`src/rtl/qr_pkg.sv`:
```
// ---------------------------------------------------------------------------
// qr_pkg
// Shared definitions for the QR row-processing blocks (row cleaner and
// run-length encoder).
//   QR_WIDTH  : default row length in pixels
//   QR_RUN_W  : default run-length / index width (2**QR_RUN_W > QR_WIDTH)
//   enc_state_e : state encoding of the run encoder FSM
// ---------------------------------------------------------------------------
package qr_pkg;

    localparam int QR_WIDTH = 480;
    localparam int QR_RUN_W = 9;

    typedef enum logic [1:0] {
        ST_IDLE = 2'd0,
        ST_SCAN = 2'd1,
        ST_EMIT = 2'd2
    } enc_state_e;

endpackage : qr_pkg

```
`src/rtl/pattern_run_encoder.sv`:
```
// ---------------------------------------------------------------------------
// pattern_run_encoder
// Converts one cleaned pixel row into a stream of run-length tokens
// (color, length, last). One pixel is examined per clock in SCAN; each
// completed run is presented in EMIT with a valid/ready handshake.
//
// Ports
//   clk_in           : clock, rising edge
//   rst_in           : asynchronous active-low reset
//   data_valid_in    : one-cycle strobe, clean_pattern_in valid
//   clean_pattern_in : row pixels, bit 0 = leftmost, 1 = light
//   run_valid_out    : token valid
//   run_ready_in     : consumer accepts token
//   run_color_out    : pixel value of the run
//   run_length_out   : run length in pixels (1..WIDTH)
//   run_last_out     : token is the final run of the row
//   busy_out         : encoder is not idle
//   dropped_row_out  : one-cycle pulse when a row arrives while busy
// ---------------------------------------------------------------------------
module pattern_run_encoder
    import qr_pkg::*;
#(
    parameter int WIDTH = QR_WIDTH,
    parameter int RUN_W = QR_RUN_W
) (
    input  logic             clk_in,
    input  logic             rst_in,
    input  logic             data_valid_in,
    input  logic [WIDTH-1:0] clean_pattern_in,
    output logic             run_valid_out,
    input  logic             run_ready_in,
    output logic             run_color_out,
    output logic [RUN_W-1:0] run_length_out,
    output logic             run_last_out,
    output logic             busy_out,
    output logic             dropped_row_out
);

    localparam logic [RUN_W-1:0] LAST_IDX = RUN_W'(WIDTH - 1);
    localparam logic [RUN_W-1:0] ONE      = RUN_W'(1);

    enc_state_e       state_q, state_d;
    logic [WIDTH-1:0] row_q, row_d;
    logic             color_q, color_d;
    logic [RUN_W-1:0] len_q, len_d;
    logic [RUN_W-1:0] index_q, index_d;
    logic             tok_color_q, tok_color_d;
    logic [RUN_W-1:0] tok_len_q, tok_len_d;
    logic             tok_last_q, tok_last_d;
    logic             final_pend_q, final_pend_d;
    logic             dropped_q, dropped_d;

    logic             cur_bit;
    logic             at_end;

    assign cur_bit = row_q[index_q];
    assign at_end  = (index_q == LAST_IDX);

    always_comb begin
        state_d      = state_q;
        row_d        = row_q;
        color_d      = color_q;
        len_d        = len_q;
        index_d      = index_q;
        tok_color_d  = tok_color_q;
        tok_len_d    = tok_len_q;
        tok_last_d   = tok_last_q;
        final_pend_d = final_pend_q;
        dropped_d    = 1'b0;

        case (state_q)
            ST_IDLE: begin
                if (data_valid_in) begin
                    row_d        = clean_pattern_in;
                    color_d      = clean_pattern_in[0];
                    len_d        = ONE;
                    index_d      = ONE;
                    final_pend_d = 1'b0;
                    state_d      = ST_SCAN;
                end
            end

            ST_SCAN: begin
                if (cur_bit == color_q) begin
                    len_d = len_q + ONE;
                    if (at_end) begin
                        tok_color_d = color_q;
                        tok_len_d   = len_q + ONE;
                        tok_last_d  = 1'b1;
                        state_d     = ST_EMIT;
                    end else begin
                        index_d = index_q + ONE;
                    end
                end else begin
                    // Close the current run; the new one starts at this pixel.
                    tok_color_d  = color_q;
                    tok_len_d    = len_q;
                    tok_last_d   = 1'b0;
                    color_d      = cur_bit;
                    len_d        = ONE;
                    // A color change on the final pixel leaves a 1-pixel run
                    // that must follow as the last token.
                    final_pend_d = at_end;
                    state_d      = ST_EMIT;
                end
            end

            ST_EMIT: begin
                if (run_ready_in) begin
                    if (tok_last_q) begin
                        state_d = ST_IDLE;
                    end else if (final_pend_q) begin
                        tok_color_d  = color_q;
                        tok_len_d    = ONE;
                        tok_last_d   = 1'b1;
                        final_pend_d = 1'b0;
                    end else begin
                        index_d = index_q + ONE;
                        state_d = ST_SCAN;
                    end
                end
            end

            default: begin
                state_d = ST_IDLE;
            end
        endcase

        // Rows arriving mid-encode are discarded and flagged.
        if (data_valid_in && (state_q != ST_IDLE)) begin
            dropped_d = 1'b1;
        end
    end

    always_ff @(posedge clk_in or negedge rst_in) begin
        if (!rst_in) begin
            state_q      <= ST_IDLE;
            row_q        <= '0;
            color_q      <= 1'b0;
            len_q        <= '0;
            index_q      <= '0;
            tok_color_q  <= 1'b0;
            tok_len_q    <= '0;
            tok_last_q   <= 1'b0;
            final_pend_q <= 1'b0;
            dropped_q    <= 1'b0;
        end else begin
            state_q      <= state_d;
            row_q        <= row_d;
            color_q      <= color_d;
            len_q        <= len_d;
            index_q      <= index_d;
            tok_color_q  <= tok_color_d;
            tok_len_q    <= tok_len_d;
            tok_last_q   <= tok_last_d;
            final_pend_q <= final_pend_d;
            dropped_q    <= dropped_d;
        end
    end

    assign run_valid_out   = (state_q == ST_EMIT);
    assign run_color_out   = tok_color_q;
    assign run_length_out  = tok_len_q;
    assign run_last_out    = tok_last_q;
    assign busy_out        = (state_q != ST_IDLE);
    assign dropped_row_out = dropped_q;

endmodule : pattern_run_encoder

```
`config.mk`:
```
export PLATFORM = sky130hd
export DESIGN_NAME = pattern_run_encoder
export DESIGN_NICKNAME = d
export VERILOG_FILES = /design/src/rtl/qr_pkg.sv /design/src/rtl/pattern_run_encoder.sv
export SDC_FILE = /design/constraint.sdc
export NUM_CORES = 1
export LEC_CHECK = 0
export BUFFER_PORTS_ARGS = -buffer_cell sky130_fd_sc_hd__buf_4
export CAP_MARGIN = 20
export CORE_ASPECT_RATIO = 2
export CORE_MARGIN = 5
export CORE_UTILIZATION = 35
export DETAILED_ROUTE_END_ITERATION = 8
export REMOVE_ABC_BUFFERS = 1
export SLEW_MARGIN = 20
export SYNTH_ARGS = -nofsm -noshare
export SYNTH_HDL_FRONTEND = slang
export SYNTH_SLANG_ARGS = --single-unit
```
`constraint.sdc`:
```
create_clock -name clk_in -period 9.6 [get_ports clk_in]
set_clock_uncertainty 0.15 [all_clocks]
set_input_delay 0.48 -clock clk_in [delete_from_list [all_inputs] [get_ports clk_in]]
set_output_delay 0.48 -clock clk_in [all_outputs]
set_load 0.005 [all_outputs]
```
Yosys cells after proc, flatten, opt, wreduce, memory -nomap -nowiden:

Index checks and enable logic that the tools add are counted.

* register bits: 514
* input bits: 484
* output and inout bits: 14
* logic and storage cells: 86

* add/sub/neg operators: 2
* order comparisons: 1
* equal/unequal tests: 14
* multiplexer cells: 45
* reduce and logical (&&, ||, !) cells: 14

Operator list (count)
* 9-bit 2-to-1 mux: 12
* 9-bit case mux with 2 select lines: 2
* 9-bit case mux with 3 select lines: 1
* 9-bit by 1-bit adder with 9-bit output, second input constant: 2
* 1-bit 2-to-1 mux: 18
* 2-bit 2-to-1 mux: 6
* 2-bit inequality test, second input constant: 6
* 9-bit by 10-bit < comparator with 1-bit output, second input constant: 1
* 5-bit AND reduction: 2
* 1-bit binary-select mux with 9-bit select: 1
* 9-bit == test, second input constant: 1
* 7-bit AND reduction: 1
* 3-bit inequality test, second input constant: 2
* 1-bit case mux with 2 select lines: 3
* 2-bit case mux with 3 select lines: 1
* 3-bit AND reduction: 2
* 2-bit nonzero test: 3
* 2-bit by 1-bit inequality test with 1-bit output, second input constant: 2
* 2-bit AND reduction: 2
* 4-bit AND reduction: 1
* 1-bit case mux with 3 select lines: 1
* 3-bit nonzero test: 1
* 2-bit by 1-bit == test with 1-bit output, second input constant: 1
* 2-bit == test, second input constant: 1
* 3 further kinds: 3

Logic depth before layout (Yosys ltp):

Gate-level depths: netlist of the first run.

* word-level depth: 5
* depth in mapped cells: 16
* gate-level depth less buffers: 10

Worst setup path before layout of the first run:

OpenSTA, ideal clock, no wires.

* kind: register -> register
* start point: register index_q[1]
* end point: register state_q[0]
* setup time: 0.125 ns
* arrival: 2.988 ns
* data required time: 9.325 ns
* path slack: 6.337 ns
* cell stages (with the launch flop): 15
* buffers on the path: 4
* period minus slack after synthesis: 3.263 ns
* cell sequence: dfrtp_1 -> buf_2 -> buf_6 -> buf_2 -> buf_2 -> mux4_2 -> a21oi_1 -> o211ai_1 -> o21ai_0 -> o211ai_1 -> o211ai_2 -> xor2_4 -> nand2_1 -> o21ai_0 -> mux2_2

* cells in the longest elaborated chain, start to end: 5
* elaborated cells on any way between the ends: 8
* classes of those cells: 3 x eq/ne; 4 x mux; 1 x reduce/logical

RTL lines
* start: declaration: line pattern_run_encoder.sv:46 `logic [RUN_W-1:0] index_q, index_d;`
* start signal: assignment: line pattern_run_encoder.sv:152 `index_q <= index_d;`
* 1-bit binary-select mux with 9-bit select: line pattern_run_encoder.sv:56 `assign cur_bit = row_q[index_q];`
* 1-bit 2-to-1 mux (implied by the code): line pattern_run_encoder.sv:56
* 1-bit == test: line pattern_run_encoder.sv:84 `if (cur_bit == color_q) begin`
* 3-bit inequality test (no line) / 2-bit 2-to-1 mux (equally long branches)
* 4-bit AND reduction (no line) / 2-bit case mux with 3 select lines (equally long branches)
* end signal: assignment: line pattern_run_encoder.sv:148 `state_q <= state_d;`
* end: declaration: line pattern_run_encoder.sv:42 `enc_state_e state_q, state_d;`

Several ways; a longest one is shown, not always the timed one. The select of a mux whose other input is x is not followed.
A chain may end at the register's enable or synchronous reset.

Worst setup path after layout of the first run:

* start point: register index_q[0]
* end point: register tok_color_q (netlist: run_color_out)

* cells in the longest elaborated chain, start to end: 5
* elaborated cells on any way between the ends: 8
* classes of those cells: 3 x eq/ne; 4 x mux; 1 x reduce/logical

RTL lines
* 1-bit binary-select mux with 9-bit select: line pattern_run_encoder.sv:56
* 1-bit 2-to-1 mux (implied by the code): line pattern_run_encoder.sv:56
* 1-bit == test: line pattern_run_encoder.sv:84
* 3-bit inequality test (no line) / 1-bit 2-to-1 mux (equally long branches)
* 5-bit AND reduction (no line) / 1-bit case mux with 2 select lines (equally long branches)
* end signal: assignment: line pattern_run_encoder.sv:153 `tok_color_q <= tok_color_d;`
* end: declaration: line pattern_run_encoder.sv:47 `logic tok_color_q, tok_color_d;`

Several ways; a longest one is shown, not always the timed one. The select of a mux whose other input is x is not followed.

==> results of run 1 <==
[critical path, stage by stage (launching register included)]
cell      delay (ns)
dfrtp_4         0.70
buf_12          0.53
mux4_1          0.67
and2_1          0.18
a211oi_1        0.37
a211o_1         0.28
a311oi_1        0.12
o211ai_2        0.37
xor2_4          0.44
a32o_1          0.66
mux2_2          0.41
[power groups by stage]
stage	Clock (uW)	Combinational [uW]	Sequential, uW
after floorplan	0	3460	3760
after global placement	0	3490	3990
after detailed placement	0	3560	4010
after CTS	2090	3740	3970
after global routing	2160	4030	4070
final	2020	3720	3960
[cell usage in the layout (no fill, tap or decap), drive strengths merged, types with 3 or more instances in the layout]
cell         Yosys  final
ha               7      7
nand2           65     65
a21oi           13     13
nor3             7      7
xor2             8      8
nand4            6      6
mux2i           22     22
and3             6      6
o41ai            5      5
o211ai           6      6
a32oi            3      3
a31oi            6      6
diode            0     25
clkinv           0     12
inv             15     18
o21ai           33     33
a22o             8      8
a22oi           22     22
dlygate4sd3      0    482
dfrtp          514    514
a221oi           5      5
o31ai           10     10
mux2           497    497
nand3           15     15
nor4             4      4
mux4           111    111
o22ai            3      3
nor2b           13     13
clkbuf          73     75
nor2            15     15
nand2b           5      5
buf             35    515
[final timing paths]
path | slack, ns | endpoint | cells past startpoint | startpoint
hold reg to reg | 0.33 | run_length_out[6] | 2 | run_length_out[6]
hold / removal | 0.08 | run_last_out | 3 | run_ready_in
setup / recovery | 4.45 | run_color_out | 10 | index_q[0]
max in group asynchronous | 6.69 | row_q[175] | 5 | rst_in
min in group asynchronous | 0.34 | row_q[378] | 2 | rst_in
setup reg to reg | 4.45 | run_color_out | 10 | index_q[0]
[routing by layer]
| metal | global-route usage | wire length (microns) | vias to the layer above |
|---|---|---|---|
| met5 | 0 | 11 | - |
| met4 | 0.0462 | 1740 | 2 |
| met3 | 0.0561 | 5920 | 87 |
| met2 | 0.342 | 36700 | 693 |
| met1 | 0.296 | 34500 | 8663 |
| li1 | - | - | 7790 |
[registers in the layout (all words and copies together) (netlist names)]
signal / flops
run_color_out: 1
len_q: 9
dropped_row_out: 1
state_q: 2
index_q: 9
color_q: 1
run_length_out: 9
row_q: 480
run_last_out: 1
final_pend_q: 1
[cells in the mapped netlist (3+ instances only)]
| library cell | number | share of area |
|---|---|---|
| buf_4 | 4 | 0.0013 |
| mux2_4 | 3 | 0.0019 |
| o41ai_1 | 5 | 0.0019 |
| mux2_2 | 494 | 0.24 |
| ha_1 | 7 | 0.0037 |
| buf_6 | 8 | 0.0038 |
| o21ai_0 | 33 | 0.0070 |
| nand2_1 | 65 | 0.010 |
| a221oi_1 | 4 | 0.0015 |
| o22ai_1 | 3 | 0.00079 |
| o211ai_1 | 5 | 0.0016 |
| a21oi_1 | 12 | 0.0025 |
| nor3_1 | 7 | 0.0015 |
| inv_1 | 14 | 0.0022 |
| a31oi_1 | 6 | 0.0016 |
| and3_1 | 6 | 0.0016 |
| nand3_1 | 15 | 0.0032 |
| dfrtp_1 | 514 | 0.54 |
| nand2b_1 | 5 | 0.0013 |
| buf_2 | 17 | 0.0036 |
| nor4_1 | 4 | 0.0011 |
| xor2_1 | 7 | 0.0026 |
| o31ai_1 | 10 | 0.0032 |
| a22oi_1 | 22 | 0.0070 |
| a32oi_1 | 3 | 0.0011 |
| mux4_2 | 110 | 0.10 |
| nand4_1 | 6 | 0.0016 |
| clkbuf_1 | 73 | 0.012 |
| nor2b_1 | 13 | 0.0034 |
| nor2_1 | 15 | 0.0024 |
| mux2i_1 | 22 | 0.0093 |
| a22o_1 | 8 | 0.0030 |
[per-stage QoR]
step	TNS, ns	hold WS (ns)	cells
finish	0	0.0775	3463
global route	0	0.0568	3452
CTS	0	0.0209	3436
detailed placement	0	0.320	2860
global placement	0	0.322	2860
floorplan	-1330.38	0.0344	1457
[area by class of cell]
class | count | share of cell area
flip-flops and latches | 514 | 0.370
multi-input cells | 928 | 0.293
repair buffers | 997 | 0.253
clock buffers | 75 | 0.0430
well taps | 890 | 0.0320
clock inverters | 19 | 0.00486
diodes | 25 | 0.00180
inverters | 15 | 0.00162
[what timing repair did]
action | in CTS | in global routing
setup endpoints to repair | 0 | 0
hold buffers | 482 | 0
hold endpoints to repair | 587 | 0
[kinds of logic (layout without fill, tap and decap cells)]
kind of cell,after synthesis,after routing,synth area share
buffers and inverters,123,1106,0.0259
AND/OR/NAND/NOR,153,153,0.0320
other,0,25,0
adder cells (fa/ha/maj),7,7,0.00370
multiplexers,630,630,0.352
XOR/XNOR,8,8,0.00376
flip-flops,514,514,0.544
AO/OA/AOI/OAI,130,130,0.0386
==> results.ini, run 1 <==
[place]
dp_slack_ns = 4.31
dpl.hpwl_mm = 53.7
placed_area_sq_um = 28200
gp_congestion = 0.848
io_buffers = 497

[pwr]
pwr-share-clk = 0.209
power_switching_uw = 3060
powerDensity_nw_per_um2 = 279
power_frac_comb = 0.383
p_int_uw = 6640
swShare = 0.316
irDropWorstVdd_v = 0.000195
p_total_uw = 9700
pwr-share-seq = 0.408
leakage_uw = 0.0151

[clock_tree]
cts_root_buf = clkbuf_16
cts_tree = done
cts_buffers = 51
clk_pin_slew_ns = 0.06
cts_buffer_depth = 3
post_cts_buffers = 0
cts_max_level = 2
cts.repair.resized = 0
clkLatencyLatePin_ns = 0.61
clkSinkCount = 514

[detailed_routing]
dr.pass1.iters = 5
avgViaCountPerCell = 4.98
remaining_drc_errors = 0
detail-route-antenna-nets = 0
vias = 17200
avgRoutedWirePerCell_microns = 22.8
dr.first_iter.drc_count = 872
drt_wl_total_mm = 78.9

[yosys]
postSynth.asyncResetShare = 1.00
yosysWarnings = 0
synth-main-ff-cell = dfrtp_1
netlist_area_sq_um = 23700
ys_ff_latch = 514
ys_seq_area_frac = 0.544
avgSynthCellArea_sq_um = 15.1
synth_cells = 1565
ys_types = 62
synth-edff-count = 0

[global_route]
grt_pass1_wl_mm = 121
overflow = 0
antenna_found_initial = 18
grt_pass1_vias = 18700
track_usage = 0.214
grt_max_degree = 181

[cells_and_area]
fin_util = 0.516
nets = 2998
area_delta_synth_final_pct = 47.0
final_layout_size_suffix_gt1_frac = 0.480
multi_input_area_sq_um = 10200
num-fill-cells = 5619
stdcell_area_sq_um = 34800
seq_area_sq_um = 12900

[timing]
report.final.setup_viol = 0
rsz0062_at_grt = false
fmax_mhz = 194
hold_viol = 0
drv_slew = 0
fin_crit_ns = 5.15
worst_slack_ns = 4.45
relSlewSlack = 0.176
min_period_over_period = 0.536
worst_pin_slew_ns = 1.24

[critical_path]
end_kind = flip-flop
criticalPathCategory = flip-flop to flip-flop
start_kind = flip-flop
critical_path.max_fanout = 79
worst_ep_arrival_time_ns = 5.47
crit_required_ns = 9.93

[outcome]
status = finished, final reports clean

[floorplan]
die_width_microns = 194
initial_core_util = 0.351
die_h_microns = 378
core_sq_um = 67400
die_area_sq_um = 73200
row_count = 135
io_pins = 498

[job]
maxCapViolations = 0

[min_path]
hold_path_class = input port to flip-flop

No activity file was read; power rests on OpenSTA's default activity.
==> inputs of run 2 (changes only) <==
--- a/config.mk
+++ b/config.mk
@@ -5,6 +5,7 @@
 export SDC_FILE = /design/constraint.sdc
 export NUM_CORES = 1
 export LEC_CHECK = 0
+export ABC_AREA = 1
 export BUFFER_PORTS_ARGS = -buffer_cell sky130_fd_sc_hd__buf_4
 export CAP_MARGIN = 20
 export CORE_ASPECT_RATIO = 2
==> constraint.sdc (replaced) <==
create_clock -name clk_in -period 4.2 [get_ports clk_in]
set_clock_uncertainty 0.15 [all_clocks]
set_input_delay 0.21 -clock clk_in [delete_from_list [all_inputs] [get_ports clk_in]]
set_output_delay 0.21 -clock clk_in [all_outputs]
set_load 0.005 [all_outputs]
==> results.ini, run 2 <==
[floorplan]
row_count = 139
initial_core_util = 0.352
die_width_microns = 199
die_area_sq_um = 77600
die_h_microns = 389
core_sq_um = 71500
io_pins = 498

[timing]
worst_pin_slew_ns = 1.15
fin_crit_ns = 3.47
worst_slack_ns = 0.728
relSlewSlack = 0.233
fin_setup_tns_ns = 0
min_period_over_period = 0.827
hold_viol = 0
rsz0062_at_grt = false
drv_slew = 0
report.final.setup_viol = 0
timing.hold.ws_ns = 0.152
fmax_mhz = 288

[yosys]
avgSynthCellArea_sq_um = 7.26
synth-main-ff-cell = dfrtp_1
ys_ff_latch = 514
synth_area_leaders = dfrtp_1, nand2_1, o21ai_0
yosysTopAreaCellShare = 0.512
ys_seq_area_frac = 0.512
yosysWarnings = 0
postSynth.asyncResetShare = 1.00
synth_cells = 3459
synth-edff-count = 0
netlist_area_sq_um = 25100
post-synth-top-count-cell = nand2_1
ys_types = 34
synth_common_cells = nand2_1, dfrtp_1, nor2_1, o21ai_0, inv_1
yosysTopAreaCell = dfrtp_1

[detailed_routing]
dr_wl_met2_mm = 46.9
highest_layer = met5
vias = 25400
avgRoutedWirePerCell_microns = 17.9
avgViaCountPerCell = 4.79
dr.pass1.iters = 7
dr.first_iter.drc_count = 1403
detail-route-antenna-nets = 0
wl_met3_mm = 4.85
remaining_drc_errors = 0
drt_wl_total_mm = 94.6
drt-met1-wl_mm = 38.3

[critical_path]
rr_endpoint = run_length_out[3]
r2r_cells = 21
rrSetupSlack_ns = 0.73
crit_required_ns = 4.56
r2r-start = index_q[1]
critical_path.max_fanout = 31
end_kind = flip-flop
start_kind = flip-flop
worst_ep_arrival_time_ns = 3.83
criticalPathCategory = flip-flop to flip-flop
cp-startpoint = index_q[1]
crit_end = run_length_out[3]

[global_route]
track_usage = 0.238
grt_pass1_vias = 26300
grt_max_degree = 187
antenna_found_initial = 5
overflow = 0
grt_pass1_wl_mm = 147

[clock_tree]
ctsHoldBuffers = 483
clkSinkCount = 514
clkLatencyLatePin_ns = 0.59
cts_tree = done
cts_max_level = 2
cts_root_buf = clkbuf_16
cts_buffers = 49
post_cts_buffers = 0
clk_pin_slew_ns = 0.06
cts.repair.resized = 0
cts_buffer_depth = 3

[place]
dpl.hpwl_mm = 61.8
io_buffers = 497
gp_congestion = 0.845
dp_slack_ns = 0.682

[cells_and_area]
area_delta_synth_final_pct = 44.0
top_register = row_q
final_common_cell = nand2_1
final_layout_size_suffix_gt1_frac = 0.148
nets = 4835
final_cell_mix = nand2_1, buf_4, dfrtp_1
largest_reg_flops = 480
fin_util = 0.506

[pwr]
leakage_uw = 0.0185
powerDensity_nw_per_um2 = 639
irDropWorstVdd_v = 0.000456

[min_path]
hold_path_class = input port to async pin

[job]
maxCapViolations = 0

[outcome]
status = finished, final reports clean

run 2: logic make-up (layout without fill, tap and decap cells):
group,count (synthesis),in the layout,synth area share
and+or+nand+nor,2098,2098,0.326
DFF,514,514,0.512
buffers and inverters,463,1382,0.0800
AOI/OAI and AO/OA,369,369,0.0757
xor gates and xnor gates,8,8,0.00279
adders and majority gates,7,7,0.00349
other,0,5,0
run 2: report_power, final:
group / leakage [uW] / total, uW / internal, uW / switching, uW
clock: 0.000778 / 4560 / 2550 / 2010
combinational: 0.0114 / 10300 / 3660 / 6600
sequential: 0.00637 / 8320 / 7260 / 1060
run 2: cell type report:
type | count | area (sq um)
well taps | 916 | 1150
multi-input cells | 2482 | 10300
diodes | 5 | 12.5
clock buffers | 69 | 1390
fillers | 6682 | 35300
inverters | 256 | 976
flip-flops and latches | 514 | 12900
repair buffers | 1041 | 9330
clock inverters | 16 | 193
run 2: stage by stage:
step	area [sq um]	power, uW	cells
floorplan	24100	14900	3252
global placement	29800	18200	4726
detailed placement	29800	18300	4726
CTS	36200	23400	5294
global route	36200	25200	5296
finish	36200	23100	5299
run 2: metal layers:
metal  up-vias  GRT usage
li1      12400          -
met1     12000      0.296
met2       780      0.413
met3       218     0.0293
met4         2      0.101
met5         -          0
run 2: how the worst min path moves through the flow:
stage          slack (ns)                  start    endpoint  cells past startpoint
4_1_cts              0.17  clean_pattern_in[393]  row_q[393]                      4
5_1_grt              0.20   clean_pattern_in[95]   row_q[95]                      4
6_report             0.15                 rst_in  row_q[406]                      2
3_5_place_dp         0.23                 rst_in  row_q[249]                      1
3_3_place_gp         0.23                 rst_in  row_q[248]                      1
2_1_floorplan       -0.24                 rst_in     color_q                      0
run 2: worst max-delay path, cell delays in order, from the launching register on:
cell and delay [ns]:
dfrtp_4 0.50, inv_4 0.44, buf_12 0.23, nor2_1 0.05, nand2_1 0.05, nand2_1 0.04
nand2_1 0.05, nand3_1 0.07, nor2_1 0.25, nor2_1 0.08, nor2_1 0.14, nor2_1 0.05
nor2_1 0.13, nand2_1 0.12, nand2_1 0.11, nand2_1 0.09, nand2_2 0.22, nand3_2 0.13
nand2_1 0.08, buf_4 0.22, nand2_1 0.07, o21ai_1 0.08
==> inputs of run 3 (changes only) <==
==> constraint.sdc (replaced) <==
create_clock -name clk_in -period 3.25 [get_ports clk_in]
set_clock_uncertainty 0.15 [all_clocks]
set_input_delay 0.1625 -clock clk_in [delete_from_list [all_inputs] [get_ports clk_in]]
set_output_delay 0.1625 -clock clk_in [all_outputs]
set_load 0.005 [all_outputs]
==> results.ini, run 3 (synthesis gave the netlist of run 2 again) <==
[detailed_routing]
drt_wl_total_mm = 95.9
avgViaCountPerCell = 4.77
remaining_drc_errors = 0
dr.pass1.iters = 5
detail-route-antenna-nets = 0
avgRoutedWirePerCell_microns = 17.9
dr.first_iter.drc_count = 1493
vias = 25500

[global_route]
grt_pass1_wl_mm = 146
track_usage = 0.239
overflow = 0
grt_pass1_vias = 26600
antenna_found_initial = 10
grt_max_degree = 171

[cells_and_area]
nets = 4882
final_cell_mix = nand2_1, buf_4, dfrtp_1
final_layout_size_suffix_gt1_frac = 0.161
largest_reg_flops = 480
top_register = row_q
multi_input_area_sq_um = 10400
final_common_cell = nand2_1
area_delta_synth_final_pct = 48.0
num-fill-cells = 6593
seq_area_sq_um = 12900

[timing]
report.final.setup_viol = 0
fin_setup_tns_ns = 0
worst_pin_slew_ns = 0.846
relSlewSlack = 0.436
worst_slack_ns = 0.124
hold_viol = 0
fmax_mhz = 320
min_period_over_period = 0.962
drv_slew = 0
fin_crit_ns = 3.13

[clock_tree]
cts_max_level = 2
clkSinkCount = 514
cts_root_buf = clkbuf_16
cts_buffer_depth = 3
clk_pin_slew_ns = 0.08
clkLatencyLatePin_ns = 0.63
cts_tree = done
cts_buffers = 49

[place]
io_buffers = 497
dpl.hpwl_mm = 62.0
gp_congestion = 0.851
dp_slack_ns = -0.0129

[floorplan]
die_width_microns = 199
row_count = 139
die_area_sq_um = 77600
io_pins = 498
core_sq_um = 71500
die_h_microns = 389
initial_core_util = 0.352

[pwr]
leakage_uw = 0.0189
powerDensity_nw_per_um2 = 842
irDropWorstVdd_v = 0.000582

[critical_path]
end_kind = flip-flop
crit_path_max_incr_delay_ns = 0.55
crit_required_ns = 3.62
cpMaxStageDelayCell = dfrtp_4
critical_path.max_fanout = 20
cp_common_cell = nand2_1
start_kind = flip-flop
criticalPathCategory = flip-flop to flip-flop
crit_path_cell_trace = buf_8 > buf_12 > nor2_2 > nor2_1 > o21ai_1 > nand3_1 > nand3_2 > buf_12 > nand2_1 > nand2_1 > nand2_1 > nor2_2 > nor2_1 > nor2_1 > nand2_1 > nand2_2 > nand2_2 > nand2_4 > nand3_4 > nand2_4 > clkbuf_16 > nand2_1 > o21ai_1
worst_ep_arrival_time_ns = 3.49

[min_path]
hold_path_class = input port to async pin

[job]
maxCapViolations = 0

[outcome]
status = finished, final reports clean

-- run 3: what timing repair did --
item	CTS	global route
hold buffers	499	0
resized for setup	1	44
endpoints found under the setup margin	18	32
pin swaps	0	9
gates cloned	0	6
buffers inserted	2	2
endpoints found under the hold margin	812	0
-- run 3: layout make-up --
| type | count | share of cell area |
|---|---|---|
| timing repair buffer | 1088 | 0.273 |
| clock inverter | 16 | 0.00457 |
| antenna | 7 | 0.000471 |
| inverter | 256 | 0.0264 |
| tap | 916 | 0.0308 |
| sequential | 514 | 0.346 |
| clock buffer | 72 | 0.0399 |
| multi-input combinational | 2482 | 0.279 |
-- run 3: final timing paths --
check | slack [ns] | end | start | cells past startpoint
max in group asynchronous | 2.29 | row_q[303] | rst_in | 4
hold / removal | 0.04 | index_q[1] | rst_in | 3
min in group clk_in | 0.13 | row_q[76] | clean_pattern_in[76] | 4
hold reg to reg | 0.33 | row_q[449] | row_q[449] | 2
setup reg to reg | 0.12 | run_length_out[7] | index_q[0] | 23
setup / recovery | 0.12 | run_length_out[7] | index_q[0] | 23
-- run 3: critical path, delay by kind of cell, from the launching register on --
family,cells,cell delay [ns]
simple gates,17,1.52
flops,1,0.55
buf+inv,4,0.61
compound gates,2,0.15
-- run 3: per-stage QoR --
stage	util	std cells	cell area, sq um	total power, uW	hold slack, ns
6_report	0.520	5351	37200	31300	0.0428
5_1_grt	0.520	5349	37200	33900	0.0713
4_1_cts	0.516	5337	36900	31100	0.00877
3_5_place_dp	0.422	4748	30200	24300	0.0173
3_3_place_gp	0.422	4748	30200	24100	0.0144
2_1_floorplan	-	3252	24100	18500	-0.283
-- run 3: power by group --
group	internal, uW	switching, uW
Clock	3400	2630
Combinational	5600	8950
Sequential	9380	1340
Total	18400	12900
-- run 3: metal layers --
metal  track usage  vias up  wire length (microns)
met2         0.414      830                  47600
met1         0.292    11900                  38200
met5             0        -                     27
met4         0.112        4                   5130
met3        0.0327      239                   4950
li1              -    12500                      -
